### src/rtl/hpm_counter_bank.sv
// hpm_counter_bank
// ----------------
// Bank of NumCounters hardware performance-monitor counters for the CVA6
// core. Each counter picks one line of events_i at runtime and counts it
// either as a level (every active cycle) or as a rising edge. A counter can
// be inhibited on its own. When a counter wraps it sets a sticky overflow
// flag, which can raise irq_o. The CSR file reaches the bank through a
// small register-access port. Reads on that port are combinational.
//
// Ports:
//   clk_i, rst_ni  clock; asynchronous active-low reset
//   debug_mode_i   freezes all counting (CSR writes still land)
//   events_i       per-cycle event strobes, NumEvents wide
//   cnt_idx_i      counter index of the access
//   reg_sel_i      0 = COUNT, 1 = COUNTH, 2 = CTRL, 3 = OVF
//   we_i, re_i     write / read strobes (re_i only qualifies err_o)
//   wdata_i        write data, XLEN wide
//   rdata_o        combinational read data
//   err_o          combinational illegal-access flag
//   irq_o          OR of (overflow & irq enable) over all counters
//
// CTRL layout: [SelW-1:0] sel, [8] edge, [9] irqen, [10] inhibit,
//              [15] ovf (read-only), all other bits read 0.

module hpm_counter_bank #(
  parameter int unsigned NumCounters = 8,
  parameter int unsigned NumEvents   = 32,
  parameter int unsigned CntWidth    = 64,
  parameter int unsigned XLEN        = 64,
  localparam int unsigned SelW       = $clog2(NumEvents + 1)
) (
  input  logic                 clk_i,
  input  logic                 rst_ni,
  input  logic                 debug_mode_i,
  input  logic [NumEvents-1:0] events_i,
  input  logic [4:0]           cnt_idx_i,
  input  logic [1:0]           reg_sel_i,
  input  logic                 we_i,
  input  logic                 re_i,
  input  logic [XLEN-1:0]      wdata_i,
  output logic [XLEN-1:0]      rdata_o,
  output logic                 err_o,
  output logic                 irq_o
);

  // The event vectors are widened to 2**SelW entries with a zero at index
  // 0, so a select value can index them directly. sel==0 and any
  // sel>NumEvents then land on a constant 0 and never count.
  localparam int unsigned ExtW = 1 << SelW;

  logic [NumEvents-1:0]        ev_q;
  logic [ExtW-1:0]             ev_ext;
  logic [ExtW-1:0]             ev_prev_ext;
  logic                        idx_ok;
  logic                        wr_ok;
  logic [63:0]                 wdata64;
  logic [NumCounters*64-1:0]   cnt_flat;
  logic [NumCounters*16-1:0]   ctrl_flat;
  logic [NumCounters-1:0]      ovf_vec;
  logic [NumCounters-1:0]      irqen_vec;
  logic [63:0]                 cnt_sel;
  logic [15:0]                 ctrl_sel;

  assign ev_ext      = ExtW'({events_i, 1'b0});
  assign ev_prev_ext = ExtW'({ev_q, 1'b0});
  assign wdata64     = 64'(wdata_i);
  assign idx_ok      = ({1'b0, cnt_idx_i} < 6'(NumCounters));

  // An access errors if it targets a per-counter register of a counter that
  // does not exist, or if it touches COUNTH on a 64-bit CSR path, where the
  // whole counter already fits in COUNT. The OVF register is shared, so it
  // ignores the index.
  assign err_o = (we_i | re_i) &
                 (((reg_sel_i != 2'd3) & ~idx_ok) |
                  ((reg_sel_i == 2'd1) & (XLEN == 64)));

  assign wr_ok = we_i & ~err_o;

  // The previous-cycle event copy is the reference for edge detection. It
  // keeps sampling in debug mode, so leaving debug mode does not create a
  // false edge from stale history.
  always_ff @(posedge clk_i or negedge rst_ni) begin
    if (!rst_ni) begin
      ev_q <= '0;
    end else begin
      ev_q <= events_i;
    end
  end

  for (genvar i = 0; i < NumCounters; i++) begin : g_counter
    logic [CntWidth-1:0] cnt_q;
    logic [CntWidth-1:0] cnt_d;
    logic [63:0]         cnt_ext;
    logic [63:0]         wr_val;
    logic [SelW-1:0]     sel_q;
    logic                edge_q;
    logic                irqen_q;
    logic                inh_q;
    logic                ovf_q;
    logic                src;
    logic                prev;
    logic                hit;
    logic                inc;
    logic                wrap;
    logic                wr_lo;
    logic                wr_hi;
    logic                wr_ctrl;
    logic                ovf_clr;
    logic [15:0]         ctrl_word;

    assign cnt_ext = 64'(cnt_q);

    assign wr_lo   = wr_ok & (reg_sel_i == 2'd0) & (cnt_idx_i == 5'(i));
    assign wr_hi   = wr_ok & (reg_sel_i == 2'd1) & (cnt_idx_i == 5'(i));
    assign wr_ctrl = wr_ok & (reg_sel_i == 2'd2) & (cnt_idx_i == 5'(i));
    assign ovf_clr = wr_ok & (reg_sel_i == 2'd3) & wdata_i[i];

    assign src  = ev_ext[sel_q];
    assign prev = ev_prev_ext[sel_q];
    assign hit  = edge_q ? (src & ~prev) : src;
    assign inc  = hit & ~inh_q & ~debug_mode_i;

    // A software write to the count wins over a same-cycle increment. The
    // dropped increment must not report a wrap either.
    assign wrap = inc & ~(wr_lo | wr_hi) & (&cnt_q);

    // Build the post-write count. A half write on a 32-bit CSR path keeps
    // the other half from the current count, not from the incremented one.
    always_comb begin
      wr_val = cnt_ext;
      if (wr_lo) begin
        wr_val = (XLEN == 64) ? wdata64 : {cnt_ext[63:32], wdata64[31:0]};
      end else if (wr_hi) begin
        wr_val = {wdata64[31:0], cnt_ext[31:0]};
      end
    end

    always_comb begin
      if (wr_lo | wr_hi) begin
        cnt_d = wr_val[CntWidth-1:0];
      end else if (inc) begin
        cnt_d = cnt_q + CntWidth'(1);
      end else begin
        cnt_d = cnt_q;
      end
    end

    // Counter state. When a W1C clear and a new wrap hit the same cycle,
    // the set takes priority so that the overflow is not lost.
    always_ff @(posedge clk_i or negedge rst_ni) begin
      if (!rst_ni) begin
        cnt_q   <= '0;
        sel_q   <= '0;
        edge_q  <= 1'b0;
        irqen_q <= 1'b0;
        inh_q   <= 1'b0;
        ovf_q   <= 1'b0;
      end else begin
        cnt_q <= cnt_d;
        if (wr_ctrl) begin
          sel_q   <= wdata_i[SelW-1:0];
          edge_q  <= wdata_i[8];
          irqen_q <= wdata_i[9];
          inh_q   <= wdata_i[10];
        end
        if (wrap) begin
          ovf_q <= 1'b1;
        end else if (ovf_clr) begin
          ovf_q <= 1'b0;
        end
      end
    end

    always_comb begin
      ctrl_word             = '0;
      ctrl_word[SelW-1:0]   = sel_q;
      ctrl_word[8]          = edge_q;
      ctrl_word[9]          = irqen_q;
      ctrl_word[10]         = inh_q;
      ctrl_word[15]         = ovf_q;
    end

    assign cnt_flat[i*64 +: 64]  = cnt_ext;
    assign ctrl_flat[i*16 +: 16] = ctrl_word;
    assign ovf_vec[i]            = ovf_q;
    assign irqen_vec[i]          = irqen_q;
  end

  // Select the addressed counter. An out-of-range index matches no counter
  // and reads as 0.
  always_comb begin
    cnt_sel  = '0;
    ctrl_sel = '0;
    for (int i = 0; i < NumCounters; i++) begin
      if (cnt_idx_i == 5'(i)) begin
        cnt_sel  = cnt_flat[i*64 +: 64];
        ctrl_sel = ctrl_flat[i*16 +: 16];
      end
    end
  end

  // Read data mux. Any erroring access returns 0.
  always_comb begin
    rdata_o = '0;
    if (!err_o) begin
      case (reg_sel_i)
        2'd0: rdata_o = XLEN'(cnt_sel);
        2'd1: begin
          if (XLEN == 32) begin
            rdata_o = XLEN'(cnt_sel[63:32]);
          end
        end
        2'd2: rdata_o = XLEN'(ctrl_sel);
        default: rdata_o = XLEN'(ovf_vec);
      endcase
    end
  end

  assign irq_o = |(ovf_vec & irqen_vec);

endmodule

### config.mk
export PLATFORM = sky130hd
export DESIGN_NAME = hpm_counter_bank
export DESIGN_NICKNAME = d
export VERILOG_FILES = /design/src/rtl/hpm_counter_bank.sv
export SDC_FILE = /design/constraint.sdc
export NUM_CORES = 2
export LEC_CHECK = 0
export CORE_AREA = 2 2 315 349
export CTS_CLUSTER_DIAMETER = 120
export CTS_CLUSTER_SIZE = 16
export DETAILED_ROUTE_END_ITERATION = 10
export DIE_AREA = 0 0 317 351
export GPL_TIMING_DRIVEN = 0
export PLACE_DENSITY_LB_ADDON = 0.3
export SLEW_MARGIN = 20
export SYNTH_ARGS = -nofsm -noshare
export SYNTH_HDL_FRONTEND = slang
export SYNTH_SLANG_ARGS = --single-unit
### constraint.sdc
create_clock -name clk_i -period 4.1 [get_ports clk_i]
set_clock_uncertainty 0.1 [all_clocks]
set_input_delay 0.82 -clock clk_i [delete_from_list [all_inputs] [get_ports clk_i]]
set_output_delay 0.82 -clock clk_i [all_outputs]
set_load 0.05 [all_outputs]
* After elaboration in Yosys (flattened, before gate mapping)
Index checks and enable logic that the tools add are counted. Widths: inputs -> output; s select.
Cells by class: reductions and logical operators 43, $lt $le $gt $ge 9, mux-type cells 106, $add $sub $neg 8, eq/ne operators 27, bitwise logic cells 117
Operators with widths (count):
- $mux 64 | 41
- $add 64x1->64 const B | 8
- $reduce_and 64->1 | 8
- $pmux 64 s3 | 1
- $mux 16 | 8
- $bmux 1 s6 | 16
- $and 1x1->1 | 79
- $lt 6x7->1 const B | 8
- $mux 1 | 40
- $reduce_and 2->1 | 16
- $reduce_bool 2->1 | 16
- $not 1->1 | 27
- $ne 3x3->1 const B | 8
- $eq 5x3->1 const B | 4
- $ne 2x2->1 const B | 9
- $eq 5x2->1 const B | 2
- $or 1x1->1 | 10
- $and 8x8->8 | 1
- $reduce_or 8->1 | 1
- $eq 5x1->1 const B | 1
- $logic_not 5->1 | 1
- $lt 5x4->1 const B | 1
- $eq 2x2->1 const B | 2
- $eq 2x1->1 const B | 1
- $logic_not 2->1 | 1
Word-level totals: input port bits 108, bits in registers 624, output and inout port bits 66

* Longest topological paths before layout
depth after elaboration 14, gate-level depth with buffers 13

* Worst setup path after synthesis
No wires, ideal clock.
kind in2out, from input port cnt_idx_i[0], to output port rdata_o[10], setup slack -0.605 ns, stages 9, data arrival time 3.785 ns, path through clkbuf_1 > nor4_1 > and2_1 > clkbuf_1 > a22oi_1 > a31oi_1 > o22a_1 > nor2_1 > o21ai_0
On the way: word-level cells in the longest chain between the ends 11, elaborated cells on any way between the ends 31, those cells by class order compare (1); eq/ne (7); mux (18); bitwise (4); reduce/logical (1)
RTL lines:
- start: declaration | line 36 | input logic [4:0] cnt_idx_i,
- $logic_not 5->1 | line 195 | if (cnt_idx_i == 5'(i)) begin
- $mux 16 / $mux 64 (equally long branches) (8 in series) | line 195
- $pmux 64 s3 | line 206 | case (reg_sel_i)
- $mux 64 * | line 205 | if (!err_o) begin
- end: declaration | line 41 | output logic [XLEN-1:0] rdata_o,
Mark *: on every way between the ends. The rest lies on a longest branch, timed or not.

* Worst setup path after layout
from input port cnt_idx_i[2], to output port rdata_o[19]
On the way: word-level cells in the longest chain between the ends 11, elaborated cells on any way between the ends 23, those cells by class order compare (1); eq/ne (7); mux (10); bitwise (4); reduce/logical (1)
RTL lines (line):
- $logic_not 5->1 | 195
- $mux 64 (8 in series) | 195
- $pmux 64 s3 | 206
- $mux 64 * | 205
Marked as above.

==> flow_metrics.tcl <==
set metrics [dict create \
    synth_fp_nets 5083 \
    fin_nets 5325 \
    coreArea_sq_um 107900 \
    cts_buffers 44 \
    initial_core_util_pct 39.67 \
    r2r_setup_slack_ns 0.07 \
    worst_pin_slew_ns 1.311 \
    vias 44960 \
    std_cell_rows 127 \
    die_area_sq_um 111300 \
    cp.required_ns 3.18 \
    grt_pass1_wl_microns 310500 \
    grt_pass1_vias 41630 \
    seq_area_frac_synth_pct 36.48 \
    root_buffer "clkbuf_16" \
    slew_viol_final 0 \
    firstDrtPassIters 6 \
    drt_iter0_drc 7192 \
    power_leakage_nw 17.52 \
    arrival_ns 3.25 \
    die_w_microns 317 \
    violations "negative setup slack" \
    crit_family "simple AND/OR/NAND/NOR gates" \
    critPathCaptureType "primary output" \
    clock_latency_ns 0.65 \
    syn_to_final_growth_pct 15.02 \
    cts_tree "built" \
    reg2reg_to "g_counter[3].cnt_ext[60]" \
    synth-edff-count 0 \
    cts_sinks 624 \
    finalWeightedCongestion 1.073 \
    io_pins 174 \
    slowest_stage "or4_4" \
    seq_area_sq_um 15620 \
    fin_cells 6639 \
    rsz0062_at_grt "yes" \
    postSynthAreaPerCell_sq_um 8.617 \
    cts_buffer_depth 3 \
    syn_area_sq_um 42800 \
    max_cap_violations 0 \
    ys_seq_elements 624 \
    ys.flop_type "dfrtp_1" \
    r2r_start "g_counter[3].cnt_ext[24]" \
    dp_cells 6540 \
    h-tree-depth 2 \
    synthCells 4967 \
    wire_per_inst_microns 33.63 \
    ys_types 71 \
    viasPerCell 6.772 \
    synth_top_area_share_pct 36.48 \
    clkTransAtPathRegs_ns 0.10 \
    synth_warnings 0 \
    critical_path_depth 7 \
    final_antenna_net_count 0 \
    synth_top_area_cell "dfrtp_1" \
    holdCritPathClass "input port to async pin" \
    setup_viol_count_final 6 \
    critical-path-max-stage-delay_ns 0.64 \
    multiInputGateArea_sq_um 26380 \
    antenna_found_initial 15 \
    rr_worst_depth 9 \
    grt-ovfl-total 0 \
    fmaxAchievable_mhz 239.8 \
    hold_violations 0 \
    synthTopCellsByArea "dfrtp_1, xnor2_1, o21ai_0, nand2_1, mux4_2" \
    port_buffers 141 \
    grtUsageTotal_pct 39.20 \
    status "finished, violations left" \
    min_period_over_period_pct 101.7 \
    cp_num_buf_inv 3 \
    powerDensity_nw_per_um2 338.4 \
    cp_max_fo 10 \
    fill_cells 10670 \
    die_height_microns 351 \
    relSlewSlack_pct 12.58 \
    drt_wl_total_microns 223300 \
    ys_async_sr_fraction_pct 100.0 \
    grt_max_degree 93 \
    fin_util_pct 45.63 \
    start_kind "input port" \
    vdd_drop_max_mv 0.2872 \
    crit_type "input port to primary output" \
    period_needed_ns 4.170 \
    crit_path_cell_trace "clkbuf_4 -> or4_4 -> buf_2 -> o21ai_0 -> a222oi_1 -> nor2_2 -> buf_4" \
    drive_gt1_share_pct 15.42 \
    setup_ws_ns -0.06951 \
    hpwl_microns 168300 \
    drcViolationCount 0 \
]
## registers in the layout, indices dropped and copies added (netlist names)
signal,flops
g_counter.sel_q,48
g_counter.irqen_q,8
g_counter.ovf_q,8
g_counter.edge_q,8
ev_q,32
g_counter.cnt_ext,512
g_counter.inh_q,8
## placed cells by master, fill, tap and decap left out, drive strengths merged, types with 15 or more instances in the layout
master,netlist,final
clkdlybuf4s50,0,52
clkbuf,320,359
a21oi,134,134
and3,98,98
nor4,156,156
mux4,98,98
o21ai,492,492
a22o,51,51
a22oi,64,64
and2,25,25
nor2,351,351
a221oi,50,50
or3,84,84
mux2i,163,163
and4,29,29
xnor2,340,340
nand3,224,224
nand2,645,645
or2,15,15
o211ai,15,15
nor2b,24,24
mux2,158,158
o22ai,41,41
dfrtp,624,624
nand4,118,118
xor2,94,94
nor3,136,136
or4,22,22
buf,59,157
clkdlybuf4s15,0,29
inv,95,95
a31oi,88,88
## worst max-delay path by stage
stage                 start                       end
2_1_floorplan  cnt_idx_i[0]               rdata_o[10]
3_3_place_gp         rst_ni  g_counter[7].cnt_ext[42]
3_5_place_dp   cnt_idx_i[1]               rdata_o[14]
4_1_cts        cnt_idx_i[4]               rdata_o[32]
5_1_grt        events_i[19]  g_counter[5].cnt_ext[46]
6_report       cnt_idx_i[2]               rdata_o[19]
## cell type report
| type | instances | share of cell area, % |
|---|---|---|
| Clock buffer | 45 | 2.287 |
| Timing Repair Buffer | 208 | 4.186 |
| Inverter | 95 | 0.7243 |
| Buffer | 367 | 3.822 |
| Tap cell | 1419 | 3.606 |
| Antenna cell | 12 | 0.06099 |
| Multi-Input combinational cell | 3869 | 53.59 |
| Sequential cell | 624 | 31.73 |
## worst register-to-register path: cells and delay by family, from the launching register on
| kind | cells | cell delay (ns) |
|---|---|---|
| AO/OA/AOI/OAI | 1 | 0.20 |
| buffers and inverters | 2 | 0.85 |
| flip-flops | 1 | 0.53 |
| AND/OR/NAND/NOR | 6 | 2.28 |
## power breakdown
part | switching, mW | internal [mW] | leakage, nW
combinational | 2.46 | 1.54 | 8.87
sequential | 1.29 | 6.95 | 8.10
clock | 2.47 | 1.95 | 0.555
## kinds of logic after synthesis
| family | share of synthesized area [%] |
|---|---|
| buffers and inverters | 4.212 |
| AND/OR/NAND/NOR | 22.47 |
| AO/OA/AOI/OAI | 14.60 |
| XOR/XNOR | 8.881 |
| flip-flops | 36.48 |
| multiplexers | 13.13 |
| adder cells (fa/ha/maj) | 0.2339 |
## repair_timing
action                                  in CTS  in global routing
resized for setup                          621                130
endpoints found under the setup margin     487                438
endpoints found under the hold margin        0                  0
buffers inserted                            31                 23
pin swaps                                   26                 15
hold buffers                                 0                  0
## synth_stat cells (all sizes together) (7+ instances only)
cell type / n
a2111oi: 9
and2: 25
dfrtp: 624
or2: 15
nor4: 156
clkbuf: 320
o31ai: 14
a221oi: 50
or3: 84
nor3b: 8
o22ai: 41
nand3: 224
xnor2: 340
buf: 59
a22oi: 64
mux2i: 163
or4: 22
nor2b: 24
nand4: 118
and4: 29
nor3: 136
nor2: 351
a21oi: 134
a31oi: 88
nand2: 645
nor4b: 8
a221o: 7
and3: 98
mux2: 158
a211oi: 8
a22o: 51
o21ai: 492
xor2: 94
inv: 95
o211ai: 15
mux4: 98
ha: 8
nand2b: 14
## per-layer routing
metal  GRT usage [%]  vias to the layer above  share of wire (%)
met2           56.73                     3279                 42
met3           9.032                      911                 11
met1           49.33                    22210                 37
met4           33.19                        8                 10
met5               0                        -              0.024
li1                -                    18550                  -
## through the flow
step	power [mW]	hold slack [ns]	TNS [ns]	setup slack [ns]	area [sq um]
final	16.66	0.05006	-0.2052	-0.06951	49230
after floorplan	10.08	0.3839	-2.023	-0.2264	42990
after global routing	17.13	0.07706	-0.09449	-0.04651	49200
after CTS	16.42	0.06629	-0.01060	-0.006384	48800
after global placement	11.88	0.4098	-	-28.53	46170
after detailed placement	11.97	0.4259	-639.95	-2.568	46510
No activity file was read; power rests on OpenSTA's default activity.
